$ cat src/rtl/delta3_vec_seq_if.sv
// ---------------------------------------------------------------------------
// delta3_vec_seq_if
//   Bus bundle between the layer-3 forward path (operand producer / result
//   consumer) and the delta3_vec_seq error-term block.
//
//   start_i   request a new pass (sampled by the block only while idle)
//   a3_i      layer-3 outputs, channel k at [k*DATA_W +: DATA_W]
//   t_i       supervisor targets, same packing
//   dadz3_i   sigmoid derivative, same packing
//   busy_o    high while the block is walking the channels
//   done_o    one-cycle pulse: delta3_o holds a complete result vector
//   delta3_o  registered results, same packing
//
//   master : the producer/consumer side (drives operands and start)
//   slave  : the delta3_vec_seq block
// ---------------------------------------------------------------------------
interface delta3_vec_seq_if #(
  parameter int N_OUT  = 3,
  parameter int DATA_W = 16
);
  logic                      start_i;
  logic [N_OUT*DATA_W-1:0]   a3_i;
  logic [N_OUT*DATA_W-1:0]   t_i;
  logic [N_OUT*DATA_W-1:0]   dadz3_i;
  logic                      busy_o;
  logic                      done_o;
  logic [N_OUT*DATA_W-1:0]   delta3_o;

  modport master (
    output start_i, a3_i, t_i, dadz3_i,
    input  busy_o, done_o, delta3_o
  );

  modport slave (
    input  start_i, a3_i, t_i, dadz3_i,
    output busy_o, done_o, delta3_o
  );
endinterface

$ cat src/rtl/delta3_vec_seq.sv
// ---------------------------------------------------------------------------
// delta3_vec_seq
//   Output-layer error term of the backprop network:
//     delta3[k] = (a3[k] - t[k]) * dadz3[k],  k = 0 .. N_OUT-1
//   One channel per clock through a single shared multiplier. Operands are
//   captured into shadow registers when a pass starts, so the upstream buses
//   are free to move while the block is busy.
//
//   Ports:
//     clk  in  clock, all state on the rising edge
//     res  in  synchronous active-high reset
//     bus  delta3_vec_seq_if.slave (start_i, a3_i, t_i, dadz3_i in;
//          busy_o, done_o, delta3_o out)
//
//   Timing: start_i accepted at edge E0 in IDLE; channel k is written at edge
//   E0+1+k; done_o is high for the single cycle after edge E0+N_OUT.
//
//   Build option: define DELTA3_SAT_EN to clamp out-of-range results to the
//   signed DATA_W range; otherwise results wrap modulo 2^DATA_W.
// ---------------------------------------------------------------------------
module delta3_vec_seq #(
  parameter int N_OUT  = 3,
  parameter int DATA_W = 16,
  parameter int FRAC_W = 10
) (
  input  logic               clk,
  input  logic               res,
  delta3_vec_seq_if.slave    bus
);

  localparam int NW    = N_OUT * DATA_W;
  localparam int PW    = 2 * DATA_W + 1;
  localparam int IDX_W = (N_OUT > 1) ? $clog2(N_OUT) : 1;
  localparam logic [IDX_W-1:0] LAST_IDX = IDX_W'(N_OUT - 1);

`ifdef DELTA3_SAT_EN
  localparam logic signed [PW-1:0] SAT_MAX =
    $signed({{(DATA_W+2){1'b0}}, {(DATA_W-1){1'b1}}});
  localparam logic signed [PW-1:0] SAT_MIN =
    $signed({{(DATA_W+2){1'b1}}, {(DATA_W-1){1'b0}}});
`endif

  typedef enum logic {IDLE, CALC} state_t;

  state_t             state_q, state_d;
  logic [IDX_W-1:0]   idx_q, idx_d;
  logic               busy_q, busy_d;
  logic               done_q, done_d;
  logic               load;
  logic               wr_en;

  logic [NW-1:0]      a3_sh, t_sh, d_sh;
  logic [NW-1:0]      delta3_p1;

  logic signed [DATA_W-1:0] a_p0, t_p0, d_p0;
  logic signed [DATA_W-1:0] delta_p0;

  // Reduce the shifted product to DATA_W bits: clamp or plain wrap.
  function automatic logic signed [DATA_W-1:0] fit_result(
    input logic signed [PW-1:0] v
  );
`ifdef DELTA3_SAT_EN
    if (v > SAT_MAX)
      return SAT_MAX[DATA_W-1:0];
    else if (v < SAT_MIN)
      return SAT_MIN[DATA_W-1:0];
    else
      return v[DATA_W-1:0];
`else
    return v[DATA_W-1:0];
`endif
  endfunction

  // Difference is one bit wider than the operands so it can never overflow;
  // the product is kept at full width and shifted arithmetically, which
  // truncates toward -inf.
  function automatic logic signed [DATA_W-1:0] delta_term(
    input logic signed [DATA_W-1:0] a,
    input logic signed [DATA_W-1:0] t,
    input logic signed [DATA_W-1:0] d
  );
    logic signed [DATA_W:0] diff;
    logic signed [PW-1:0]   prod;
    logic signed [PW-1:0]   shr;
    diff = $signed({a[DATA_W-1], a}) - $signed({t[DATA_W-1], t});
    prod = $signed({{DATA_W{diff[DATA_W]}}, diff})
         * $signed({{(DATA_W+1){d[DATA_W-1]}}, d});
    shr  = prod >>> FRAC_W;
    return fit_result(shr);
  endfunction

  // FSM next-state and control
  always_comb begin
    state_d = state_q;
    idx_d   = idx_q;
    busy_d  = busy_q;
    done_d  = 1'b0;
    load    = 1'b0;
    wr_en   = 1'b0;
    case (state_q)
      IDLE: begin
        if (bus.start_i) begin
          load    = 1'b1;
          idx_d   = '0;
          busy_d  = 1'b1;
          state_d = CALC;
        end
      end
      CALC: begin
        wr_en = 1'b1;
        if (idx_q == LAST_IDX) begin
          idx_d   = '0;
          busy_d  = 1'b0;
          done_d  = 1'b1;
          state_d = IDLE;
        end else begin
          idx_d = idx_q + 1'b1;
        end
      end
      default: begin
        idx_d   = '0;
        busy_d  = 1'b0;
        state_d = IDLE;
      end
    endcase
  end

  // Stage p0: select the current channel from the shadows and form its term
  assign a_p0     = $signed(a3_sh[idx_q*DATA_W +: DATA_W]);
  assign t_p0     = $signed(t_sh[idx_q*DATA_W +: DATA_W]);
  assign d_p0     = $signed(d_sh[idx_q*DATA_W +: DATA_W]);
  assign delta_p0 = delta_term(a_p0, t_p0, d_p0);

  // Stage p1: result slots, shadows and control state
  always_ff @(posedge clk) begin
    if (res) begin
      state_q   <= IDLE;
      idx_q     <= '0;
      busy_q    <= 1'b0;
      done_q    <= 1'b0;
      a3_sh     <= '0;
      t_sh      <= '0;
      d_sh      <= '0;
      delta3_p1 <= '0;
    end else begin
      state_q <= state_d;
      idx_q   <= idx_d;
      busy_q  <= busy_d;
      done_q  <= done_d;
      if (load) begin
        a3_sh <= bus.a3_i;
        t_sh  <= bus.t_i;
        d_sh  <= bus.dadz3_i;
      end
      if (wr_en)
        delta3_p1[idx_q*DATA_W +: DATA_W] <= delta_p0;
    end
  end

  assign bus.busy_o   = busy_q;
  assign bus.done_o   = done_q;
  assign bus.delta3_o = delta3_p1;

endmodule
$ cat src/flat_wrapper.sv
// flat-port wrapper written by rule: the top's interface ports become plain ports
module delta3_vec_seq_flat 
#(
  parameter int N_OUT  = 3,
  parameter int DATA_W = 16,
  parameter int FRAC_W = 10
)
  (clk, res, bus_start_i, bus_a3_i, bus_t_i, bus_dadz3_i, bus_busy_o, bus_done_o, bus_delta3_o);
  delta3_vec_seq_if #(.N_OUT(N_OUT), .DATA_W(DATA_W)) bus_i ();
  input  logic clk;
  input  logic res;
  input wire logic [$bits(bus_i.start_i)-1:0] bus_start_i;
  input wire logic [$bits(bus_i.a3_i)-1:0] bus_a3_i;
  input wire logic [$bits(bus_i.t_i)-1:0] bus_t_i;
  input wire logic [$bits(bus_i.dadz3_i)-1:0] bus_dadz3_i;
  output wire logic [$bits(bus_i.busy_o)-1:0] bus_busy_o;
  output wire logic [$bits(bus_i.done_o)-1:0] bus_done_o;
  output wire logic [$bits(bus_i.delta3_o)-1:0] bus_delta3_o;
  assign bus_i.start_i = bus_start_i;
  assign bus_i.a3_i = bus_a3_i;
  assign bus_i.t_i = bus_t_i;
  assign bus_i.dadz3_i = bus_dadz3_i;
  assign bus_busy_o = bus_i.busy_o;
  assign bus_done_o = bus_i.done_o;
  assign bus_delta3_o = bus_i.delta3_o;
  delta3_vec_seq #(.N_OUT(N_OUT), .DATA_W(DATA_W), .FRAC_W(FRAC_W)) u_core (.clk(clk), .res(res), .bus(bus_i));
endmodule
$ cat config.mk
export PLATFORM = sky130hd
export DESIGN_NAME = delta3_vec_seq_flat
export DESIGN_NICKNAME = d
export VERILOG_FILES = /design/src/rtl/delta3_vec_seq_if.sv /design/src/rtl/delta3_vec_seq.sv /design/src/flat_wrapper.sv
export SDC_FILE = /design/constraint.sdc
export NUM_CORES = 1
export LEC_CHECK = 0
export CAP_MARGIN = 10
export CORE_ASPECT_RATIO = 2
export CORE_MARGIN = 4
export CORE_UTILIZATION = 55
export CTS_BUF_LIST = sky130_fd_sc_hd__clkbuf_8 sky130_fd_sc_hd__clkbuf_16
export DETAILED_ROUTE_END_ITERATION = 8
export DONT_BUFFER_PORTS = 1
export PLACE_DENSITY = 0.73
export RECOVER_POWER = 25
export SYNTH_ARGS = -nofsm -noshare
export SYNTH_HDL_FRONTEND = slang
export SYNTH_SLANG_ARGS = --single-unit
$ cat constraint.sdc
create_clock -name clk -period 13.4 [get_ports clk]
set_input_delay 2.68 -clock clk [delete_from_list [all_inputs] [get_ports clk]]
set_output_delay 2.68 -clock clk [all_outputs]
set_load 0.03 [all_outputs]
# == Word-level counts from Yosys, hierarchy flattened ==
# Cells that the tools add are included.
# totals
output_inout_bits,50
input_bits,147
reg_bits,197
word_cells,36
# classes
bitwise_logic,1
eq_ne,3
reduce_logical,2
shifts,5
n_mux,13
n_mul,1
addsub,3
# op_table
cell,count
$shiftx 48x7->16,3
$bwmux 48,1
$shift 16x34->48 const A,1
$shiftx 16x34->48,1
$neg 6->34,1
$mul 17x16->26,1
$sub 16x16->17,1
$mux 1,7
$mux 2,2
$ne 2x2->1 const B,2
$pmux 1 s2,2
$pmux 2 s2,1
$add 2x1->2 const B,1
$eq 2x2->1 const B,1
$reduce_and 2->1,1
$reduce_or 2->1,1
$not 1->1,1

# == Logic depth before layout (Yosys ltp) ==
# Gate-level depths: netlist of the first run.
# logic_depth
word_depth,5
ltp_mapped,39
ltp_nobuf,35

# == Worst setup path after synthesis of the first run ==
# No wires, ideal clock.
# synth_timing
path_kind,register to register
start,reg u_core.idx_q[0]
end,reg u_core.delta3_p1[14] (netlist: u_core.bus.delta3_o[14])
setup_time_ps,122
synth_period_minus_slack_ps,10013
path_stages_with_launch,40
path_buffers,5
path_slack_ps,3387
arrival_time_ps,9891
path_cell_list,dfxtp_1 buf_2 buf_2 buf_1 clkbuf_1 buf_1 mux2i_1 nor2_1 a21oi_1 ha_1 inv_1 fa_1 a21o_1 a221oi_2 o21ai_0 a21oi_1 xnor2_1 nand2_1 [... 4 more ...] inv_1 fa_1 inv_1 fa_1 inv_1 fa_1 inv_1 ha_1 a21o_1 a21o_1 a21o_1 nand2b_1 a21boi_0 a311oi_2 o21ai_2 a311oi_4 nor4_1 a221o_1
# synth_via
elab_chain_cells,5
elab_cells_between_ends,9
cone_classes,add/sub (2); mul (1); shift (5); mux (1)
# synth_rtl
item,line_no,rtl
"start, declared",delta3_vec_seq.sv:46,"logic [IDX_W-1:0] idx_q, idx_d;"
"start signal, assigned",delta3_vec_seq.sv:147,idx_q <= idx_d;
"$shiftx 48x7->16, on equally long branches","delta3_vec_seq.sv:129, delta3_vec_seq.sv:130",
$sub 16x16->17,delta3_vec_seq.sv:85,"diff = $signed({a[DATA_W-1], a}) - $signed({t[DATA_W-1], t});"
$mul 17x16->26,delta3_vec_seq.sv:87,"* $signed({{(DATA_W+1){d[DATA_W-1]}}, d});"
$shiftx 16x34->48,delta3_vec_seq.sv:156,delta3_p1[idx_q*DATA_W +: DATA_W] <= delta_p0;
$bwmux 48 *,delta3_vec_seq.sv:156,
"end signal, assigned by index",delta3_vec_seq.sv:156,
"end, declared",delta3_vec_seq.sv:53,logic [NW-1:0] delta3_p1;
# Every way passes the cells marked *; elsewhere a longest branch is shown, timed or not.
# A chain may end at the register's enable or synchronous reset.

# == Worst setup path in the final report of the first run ==
# layout_timing
start,reg u_core.idx_q[0]
end,reg u_core.delta3_p1[46] (netlist: u_core.bus.delta3_o[46])
# The elaborated chain is that of the path after synthesis.

==> results of run 1 <==
==> power by group <==
group          total, mW  switching [mW]  internal [mW]
Sequential         0.671          0.0479          0.623
Clock              0.545           0.268          0.277
Combinational       2.41            1.53          0.883
Total               3.63            1.85           1.78
==> routing by layer <==
metal / GRT usage [%] / up-vias / wire (um)
li1: - / 6372 / -
met1: 28.3 / 6699 / 15200
met2: 53.4 / 519 / 26000
met3: 4.45 / 216 / 2490
met4: 26.9 / 0 / 5460
met5: 0 / - / 0
==> kinds of logic after synthesis <==
logic type | count (synthesis) | share of synthesized area (%)
and+or+nand+nor | 732 | 17.7
muxes | 50 | 2.98
buffers and inverters | 388 | 8.64
AOI/OAI and AO/OA | 332 | 12.0
DFF | 197 | 23.4
adders and majority gates | 306 | 32.1
xor gates and xnor gates | 57 | 3.25
==> through the flow <==
step / util (%) / power [mW] / hold slack [ns] / instances
6_report: 58.8 / 3.63 / 0.456 / 2387
5_1_grt: 58.8 / 3.97 / 0.473 / 2387
4_1_cts: 58.9 / 3.64 / 0.452 / 2386
3_5_place_dp: 56.7 / 3.08 / 0.440 / 2354
3_3_place_gp: 56.7 / 3.03 / 0.437 / 2354
2_1_floorplan: - / 2.43 / 0.432 / 2062
==> path summary, 6_finish.rpt <==
kind                            slack [ns]       startpoint                       to
worst max register to register        2.30  u_core.idx_q[0]  u_core.bus.delta3_o[46]
worst max-delay path                  2.30  u_core.idx_q[0]  u_core.bus.delta3_o[46]
worst min register to register        0.46   u_core.d_sh[7]           u_core.d_sh[7]
worst min-delay path                  0.46   u_core.d_sh[7]           u_core.d_sh[7]
==> area by class of cell <==
class	instances	area (um2)
clock buffers	17	425
clock inverters	15	220
fillers	2753	12500
inverters	289	1080
multi-input cells	1477	11500
flip-flops and latches	197	3950
well taps	368	460
repair buffers	24	176
==> cell usage in the layout, fill, tap and decap left out, types with 15 or more instances in the layout <==
cell type  synthesis  routed
inv_1            287     287
fa_1             212     212
a22oi_1           31      31
a21oi_1          187     187
o21ai_0           27      27
buf_4              0      23
xnor2_1           30      30
mux2i_1           48      47
nor2_1           199     198
xor2_1            23      23
nand2_1          443     443
a21o_1            15      15
ha_1              94      94
dfxtp_1          197     196
clkbuf_16          0      17
==> Yosys cell counts, types with 3 or more instances <==
cell type  count
nand2_1      443
o211ai_1       4
nand2b_1      14
ha_1          94
a21o_1        15
o22ai_1       10
nor3_1        10
o21a_1         7
nand3_1        8
a21oi_1      187
dfxtp_1      197
xnor2_1       30
o21bai_1       3
a221o_1        3
o21ai_0       27
nand3b_1      11
or2_2          4
and2_1        11
buf_1         18
clkbuf_1      79
and3_1         6
or3_1          3
nor4_1         3
a22oi_1       31
nor2b_1       12
nor2_1       199
o22a_1         6
xnor3_1        3
a31oi_1        8
mux2i_1       48
inv_1        287
xor2_1        23
o31ai_1       10
fa_1         212
==> worst register-to-register path: cells and delay by family (launching register included) <==
| kind | cells | cell delay [ns] |
|---|---|---|
| muxes | 1 | 0.18 |
| AOI/OAI and AO/OA | 13 | 3.25 |
| and+or+nand+nor | 3 | 0.37 |
| xor gates and xnor gates | 1 | 0.50 |
| buffers and inverters | 7 | 1.06 |
| adders and majority gates | 9 | 4.08 |
| DFF | 1 | 1.60 |
==> state kept, by name, indices dropped and copies added, names as in the netlist <==
| signal | flops |
|---|---|
| u_core.t_sh | 48 |
| u_core.d_sh | 48 |
| u_core.idx_q | 2 |
| u_core.bus.busy_o | 1 |
| u_core.a3_sh | 48 |
| u_core.bus.done_o | 1 |
| u_core.state_q | 1 |
| u_core.bus.delta3_o | 48 |
==> qor.yml, run 1 <==
status:
  status: "finished with violations"
  violations: "max-capacitance violations, max-slew violations"
layout:
  final_area_um2: 17800
  drive_gt1_share_pct: 3.91
  nNetsFinal: 2459
  syn2layout_area_growth_pct: 5.54
  n_antenna_cell: 0
setup_path:
  cpMostUsedCell: "fa_1"
  critPathSlowestCell: "dfxtp_1"
  path_max_fanout: 40
  cp.depth: 34
  required_ns: 13.75
  crit_type: "register to register"
  end_kind: "register"
  ff2ff_path_depth: 34
  max_stage_delay_ns: 1.60
  cp_top_family: "adder cells"
  worstPathArrival_ns: 11.46
  critical_path.startpoint_type: "register"
  critPathBufInv: 7
global_route:
  grt_max_degree: 211
  antenna_found_initial: 0
  grt_usage_pct: 29.5
  gr-total-overflow: 0
  grt_first_pass_wirelength_um: 77200
  grt_pass1_vias: 14600
timing:
  tns_ns: 0
  clock.fmax_ghz: 0.0901
  maxSlewHeadroom_pct: -25.6
  drv_slew: 87
  finalWorstSetupSlack_ns: 2.30
  hold_viol: 0
  clock-skew-final_ns: 0.0174
  fin_crit_sh_pct: 82.9
  rsz0062_at_grt: "no"
  period_needed_ns: 11.10
  setup_violations: 0
  worst_pin_slew_ns: 1.88
place:
  portBuffers: 0
  hpwl_um: 39500
  dpl_cell_area_um2: 17200
  gp_congestion: 1.04
  pre_cts_ws_ns: 3.36
synthesis:
  synth_top_area_share_pct: 25.1
  ys_ff_latch: 197
  synth_area_um2: 16900
  synth_cell_types: 63
  async_reset_ff_share_pct: 0
  syn_avg_cell_area_um2: 8.19
  netlist_top_cells_area: "fa_1 25%, dfxtp_1 23%, nand2_1 9.8%, ha_1 7.0%, inv_1 6.4%"
  synth_fp_nets: 2515
  yosysWarnings: 0
  synth-edff-count: 0
  yosys.area.top_type: "fa_1"
  syn_inst: 2062
  synthFlopType: "dfxtp_1"
  ys_seq_area_share_pct: 23.4
job:
  cap_violations: 2
hold_path:
  hold_class: "register to register"
  hold_depth: 2
route:
  post_drt_wl_per_cell_um: 20.6
  drt-vias-per-instance: 5.78
  drtIter0Drc: 876
  vias: 13800
  drc: 0
  first_pass_iters: 5
  wirelength_um: 49100
  antenna_left: 0
cts:
  cts.sinks: 197
  ctsResizeCount: 0
  post_cts.repair.setup_buffers: 0
  cts_tree: "yes"
  cts_root_buf: "clkbuf_16"
  cts.clk_slew.worst_paths_ns: 0.09
  clock_path_buffers: 2
  cts_buffers: 17
  cts.hold.buffers_added: 0
  clock_latency_ns: 0.46
  htree_levels: 4
power_and_ir_drop:
  irDropWorstVdd_uv: 182
  p_leak_nw: 7.99
  power_density_nw_per_um2: 204
floorplan:
  num_rows: 90
  dieArea_um2: 33700
  ios: 197
  core-area_um2: 30300
  initial_core_util_pct: 55.7
  die_width_um: 132
  die_h_um: 256
Note: power is estimated with default switching activity, not from simulation.
==> run 2: changes to the inputs <==
- clock period: 13.4 -> 11.1 ns (I/O delays scaled with it)
==> qor.yml, run 2 (synthesis gave the netlist of run 1 again) <==
cts:
  cts_buffers: 17  # unchanged
  cts.sinks: 197  # unchanged
  ctsResizeCount: 0  # unchanged
  htree_levels: 4  # unchanged
  clock_latency_ns: 0.46  # about the same
  cts.hold.buffers_added: 0  # unchanged
  cts_root_buf: "clkbuf_16"
  post_cts.repair.setup_buffers: 0  # unchanged
  cts.clk_slew.worst_paths_ns: 0.08  # about the same
  clock_path_buffers: 2  # unchanged
  cts_tree: "yes"
global_route:
  grt_usage_pct: 30.6  # +1.0 points
  antenna_found_initial: 0  # unchanged
  grt_max_degree: 211  # unchanged
  grt_first_pass_wirelength_um: 79200  # +2.6%
  grt_pass1_vias: 14800  # +1.5%
  gr-total-overflow: 0  # unchanged
floorplan:
  die_width_um: 132  # unchanged
  core-area_um2: 30300  # unchanged
  ios: 197  # unchanged
  dieArea_um2: 33700  # unchanged
  die_h_um: 256  # unchanged
  num_rows: 90  # unchanged
  initial_core_util_pct: 55.7  # unchanged
timing:
  period_needed_ns: 9.79  # -1.32 ns
  drv_slew: 51  # -41%
  hold_viol: 0  # unchanged
  whs_ns: 0.456  # -0.000365 ns
  worst_pin_slew_ns: 1.79  # -0.0893 ns
  tns_ns: 0  # unchanged
  fin_crit_sh_pct: 88.2  # +5.3 points
  clock.fmax_ghz: 0.102  # +13%
  setup_violations: 0  # unchanged
  maxSlewHeadroom_pct: -19.5  # +6.1 points
  clock-skew-final_ns: 0.0238  # +0.00639 ns
  rsz0062_at_grt: "no"
power_and_ir_drop:
  irDropWorstVdd_uv: 213  # +17%
  power_density_nw_per_um2: 247  # +21%
  finalPower_mw: 4.40  # +21%
  p_leak_nw: 8.00  # +0.14%
setup_path:
  critPathSlowestCell: "dfxtp_4"
  critPathCapture: "u_core.bus.delta3_o[30]"
  required_ns: 11.46  # -2.29 ns
  max_stage_delay_ns: 0.86  # -0.74 ns
  end_kind: "register"
  path_max_fanout: 46  # +15%
  critical_path.startpoint_type: "register"
  worstPathArrival_ns: 10.14  # -1.32 ns
  crit_start: "u_core.idx_q[0]"
  crit_type: "register to register"
  ff2ff_path_depth: 34  # unchanged
  cpMostUsedCell: "fa_1"
  r2r_start: "u_core.idx_q[0]"
  r2r_slack_ns: 1.31  # -0.98 ns
  r2r-end: "u_core.bus.delta3_o[30]"
route:
  first_pass_iters: 8  # +3
  drc: 0  # unchanged
  drt-vias-per-instance: 5.84  # +1.0%
  post_drt_wl_per_cell_um: 21.3  # +3.8%
  drtIter0Drc: 837  # -4.5%
  antenna_left: 0  # unchanged
  vias: 14000  # +1.3%
  wirelength_um: 51100  # +4.0%
layout:
  stdcell_count: 2393  # +0.25%
  nNetsFinal: 2465  # +0.24%
  register_area_um2: 3950  # about the same
  n_antenna_cell: 0  # unchanged
  mostFrequentLayoutCell: "nand2_1"
  final_cell_mix: "443 x nand2_1, 288 x inv_1, 212 x fa_1"
  final_area_um2: 17800  # about the same
  syn2layout_area_growth_pct: 5.51  # about the same
  drive_gt1_share_pct: 4.10  # +0.19 points
  fill_cells: 2720  # -1.2%
  multiInputGateArea_um2: 11500  # about the same
place:
  dp_cells: 2361  # +0.30%
  gp_congestion: 1.06  # +1.9%
  dpl_cell_area_um2: 17200  # +0.27%
  portBuffers: 0  # unchanged
  hpwl_um: 41200  # +4.4%
job:
  cap_violations: 1  # -1
status:
  violations: "max-capacitance violations, max-slew violations"
  status: "finished with violations"
hold_path:
  hold_class: "register to register"
  hold_depth: 2  # unchanged
-- run 2: report_power, final --
part	total, mW	internal (mW)	switching, mW
Combinational	2.96	1.08	1.88
Clock	0.626	0.308	0.319
Sequential	0.814	0.752	0.0618
-- run 2: per-stage QoR --
step / util [%] / setup slack [ns]
final: 58.8 / 1.31
after global routing: 58.8 / 0.675
after CTS: 58.9 / 1.36
after detailed placement: 56.9 / 1.37
after global placement: 56.9 / 1.48
after floorplan: - / 1.09
-- run 2: worst max-delay path, delay by kind of cell (launching register included) --
kind | cells | cell delay, ns
buf+inv | 7 | 0.57
fa+ha+maj | 9 | 4.07
xor+xnor | 1 | 0.44
simple gates | 4 | 0.42
compound gates | 13 | 3.26
flops | 1 | 0.86
-- run 2: cell type report --
type	count	share of cell area [%]
Clock buffer	17	2.39
Multi-Input combinational cell	1477	64.6
Tap cell	368	2.58
Timing Repair Buffer	30	1.22
Clock inverter	15	0.990
Sequential cell	197	22.2
Inverter	289	6.09
-- run 2: routing by layer --
metal	vias up	part of all wire (%)	track usage, %
met2	644	53	56.4
met3	240	5.8	5.13
met4	0	11	27.6
met5	-	0	0
met1	6720	30	27.9
li1	6381	-	-
-- run 2: how the worst min path moves through the flow --
stage | slack, ns | endpoint | start
after floorplan | 0.43 | u_core.d_sh[32] | u_core.d_sh[32]
after global placement | 0.44 | u_core.d_sh[8] | u_core.d_sh[8]
after detailed placement | 0.44 | u_core.d_sh[8] | u_core.d_sh[8]
after CTS | 0.45 | u_core.d_sh[10] | u_core.d_sh[10]
after global routing | 0.47 | u_core.d_sh[5] | u_core.d_sh[5]
final | 0.46 | u_core.a3_sh[44] | u_core.a3_sh[44]
==> run 3: changes to the inputs <==
- ABC_AREA: default -> 1
- SKIP_CTS_REPAIR_TIMING: default -> 1
==> qor.yml, run 3 <==
floorplan:
  die_width_um: 134  # +1.5%
  num_rows: 92  # +2.2%
  dieArea_um2: 34800  # +3.1%
  ios: 197  # unchanged
  die_h_um: 260  # +1.6%
  core-area_um2: 31400  # +3.7%
  initial_core_util_pct: 55.5  # -0.25 points
setup_path:
  critical_path.startpoint_type: "register"
  r2r-end: "u_core.bus.delta3_o[31]"
  end_kind: "register"
  r2r_slack_ns: 1.41  # +0.09 ns
  path_max_fanout: 54  # +17%
  cp_top_family: "adder cells"
  required_ns: 11.50  # +0.04 ns
  worstPathArrival_ns: 10.09  # -0.05 ns
  critPathSlowestCell: "xor2_1"
  ff2ff_path_depth: 38  # +12%
  cpMostUsedCell: "nand2_1"
  max_stage_delay_ns: 0.89  # +0.03 ns
  crit_type: "register to register"
  critPathBufInv: 9  # +2
  r2r_start: "u_core.idx_q[0]"
route:
  drt-vias-per-instance: 5.62  # -3.8%
  antenna_left: 0  # unchanged
  first_pass_iters: 8  # unchanged
  drtIter0Drc: 984  # +18%
  post_drt_wl_per_cell_um: 20.8  # -2.6%
  vias: 15400  # +9.9%
  wirelength_um: 56900  # +11%
  drc: 0  # unchanged
timing:
  clock-skew-final_ns: 0.0243  # +0.000591 ns
  tns_ns: 0  # unchanged
  whs_ns: 0.460  # +0.00417 ns
  period_needed_ns: 9.69  # -0.0930 ns
  hold_viol: 0  # unchanged
  clock.fmax_ghz: 0.103  # +0.96%
  finalWorstSetupSlack_ns: 1.41  # +0.0930 ns
  worst_pin_slew_ns: 5.01  # +3.22 ns
  rsz0062_at_grt: "no"
  drv_slew: 146  # +190%
  maxSlewHeadroom_pct: -234  # -210 points
  setup_violations: 0  # unchanged
  fin_crit_sh_pct: 87.3  # -0.84 points
hold_path:
  hp-start: "u_core.d_sh[38]"
  hold_class: "register to register"
  hold_depth: 2  # unchanged
  min_to: "u_core.d_sh[38]"
job:
  cap_violations: 1  # unchanged
layout:
  fill_cells: 2984  # +9.7%
  drive_gt1_share_pct: 5.07  # +0.97 points
  final_area_um2: 18300  # +2.6%
  syn2layout_area_growth_pct: 4.85
  mostFrequentLayoutCell: "nor2_1"
  nNetsFinal: 2749  # +12%
  final_cell_mix: "475 x nor2_1, 391 x nand2_1, 368 x inv_1"
place:
  pre_cts_ws_ns: 1.51  # +0.139 ns
  gp_congestion: 1.00  # -5.0%
  portBuffers: 0  # unchanged
  hpwl_um: 45200  # +9.7%
  dpl_cell_area_um2: 17700  # +2.5%
cts:
  cts.sinks: 197  # unchanged
  cts_root_buf: "clkbuf_16"
  clock_path_buffers: 2  # unchanged
  cts_tree: "yes"
  htree_levels: 4  # unchanged
  cts_buffers: 17  # unchanged
  clock_latency_ns: 0.47  # about the same
  cts.clk_slew.worst_paths_ns: 0.09  # about the same
synthesis:
  ys_ff_latch: 197  # unchanged
  synth_cell_types: 49  # -22%
  netlist_top_cells_area: "fa_1 24%, dfxtp_1 23%, nor2_1 10%, nand2_1 8.4%, inv_1 7.9%"
  synth_top_area_share_pct: 24.3  # -0.80 points
  ys_seq_area_share_pct: 22.6  # -0.74 points
  async_reset_ff_share_pct: 0  # unchanged
  yosysWarnings: 0  # unchanged
  synth-edff-count: 0  # unchanged
  synth_common_cells: "476 x nor2_1, 391 x nand2_1, 368 x inv_1"
  syn_inst: 2363  # +15%
  yosys.area.top_type: "fa_1"
  synth_most_common_cell: "nor2_1"
  synthFlopType: "dfxtp_1"
  syn_avg_cell_area_um2: 7.38  # -9.9%
  synth_fp_nets: 2816  # +12%
  synth_area_um2: 17400  # +3.3%
global_route:
  grt_busiest_layer: "met2"
  antenna_found_initial: 2  # +2
  gr-usage-met2_pct: 59.8  # +3.4 points
  grt_pass1_vias: 16100  # +8.3%
  use_met3_pct: 4.28  # -0.86 points
  gr-total-overflow: 0  # unchanged
  grt_max_degree: 146  # -31%
  grt_usage_pct: 33.2  # +2.6 points
  grt_util_met1_pct: 30.4  # +2.5 points
  grt_first_pass_wirelength_um: 86900  # +9.7%
status:
  status: "finished with violations"
  violations: "max-capacitance violations, max-slew violations"
run 3: cell count changes after synthesis, sizes merged, moves of 16 or more:
cell and change:
a2bb2oi +16, nor2 +282, xnor2 -20, mux2i -48
a22oi -31, o21ai +180, nand2 -34, a21oi -101
or2 +17, nand3 +52, inv +99
run 3: cell families (layout without fill, tap and decap cells):
logic type / count (synthesis) / after routing / synth area share [%]
and+or+nand+nor: 1010 / 1010 / 23.6
AOI/OAI and AO/OA: 337 / 337 / 10.8
other: 0 / 2 / 0
adders and majority gates: 306 / 306 / 31.1
buffers and inverters: 491 / 437 / 10.8
xor gates and xnor gates: 22 / 22 / 1.15
DFF: 197 / 197 / 22.6
run 3: stage by stage:
step	instances	utilization (%)
2_1_floorplan	2363	-
6_report	2734	58.2
5_1_grt	2734	58.2
3_3_place_gp	2700	56.2
4_1_cts	2732	58.2
3_5_place_dp	2700	56.2
run 3: worst max path at each step:
| stage | startpoint | endpoint | slack, ns | cells past startpoint |
|---|---|---|---|---|
| final | u_core.idx_q[0] | u_core.bus.delta3_o[31] | 1.41 | 38 |
| after global routing | u_core.idx_q[0] | u_core.bus.delta3_o[14] | 0.80 | 37 |
| after CTS | u_core.idx_q[0] | u_core.bus.delta3_o[31] | 1.48 | 38 |
| after detailed placement | u_core.idx_q[0] | u_core.bus.delta3_o[31] | 1.51 | 38 |
| after global placement | u_core.idx_q[0] | u_core.bus.delta3_o[47] | 1.56 | 38 |
| after floorplan | u_core.idx_q[1] | u_core.bus.delta3_o[31] | 3.19 | 42 |
run 3: layout make-up:
cell class	count	area, um2	share of cell area (%)
Antenna cell	2	5.00	0.0274
Clock buffer	18	439	2.40
Clock inverter	14	176	0.965
Inverter	392	1480	8.07
Multi-Input combinational cell	1675	11600	63.6
Sequential cell	197	3950	21.6
Tap cell	423	529	2.89
Timing Repair Buffer	13	93.8	0.513
run 3: worst min-delay path: stages, from the launching register on:
cell	delay, ns
dfxtp_1	0.31
inv_1	0.06
a21oi_1	0.05
run 3: routing by layer:
metal  share of wire, %  wire (um)
met4                 13       7390
met3                4.8       2730
met1                 30      17000
met2                 52      29700
met5                  0          0
Power of run 3 is left out: the tool's default activity adds up to more than one toggle a clock period on the data nets, which glitch-free logic cannot reach.
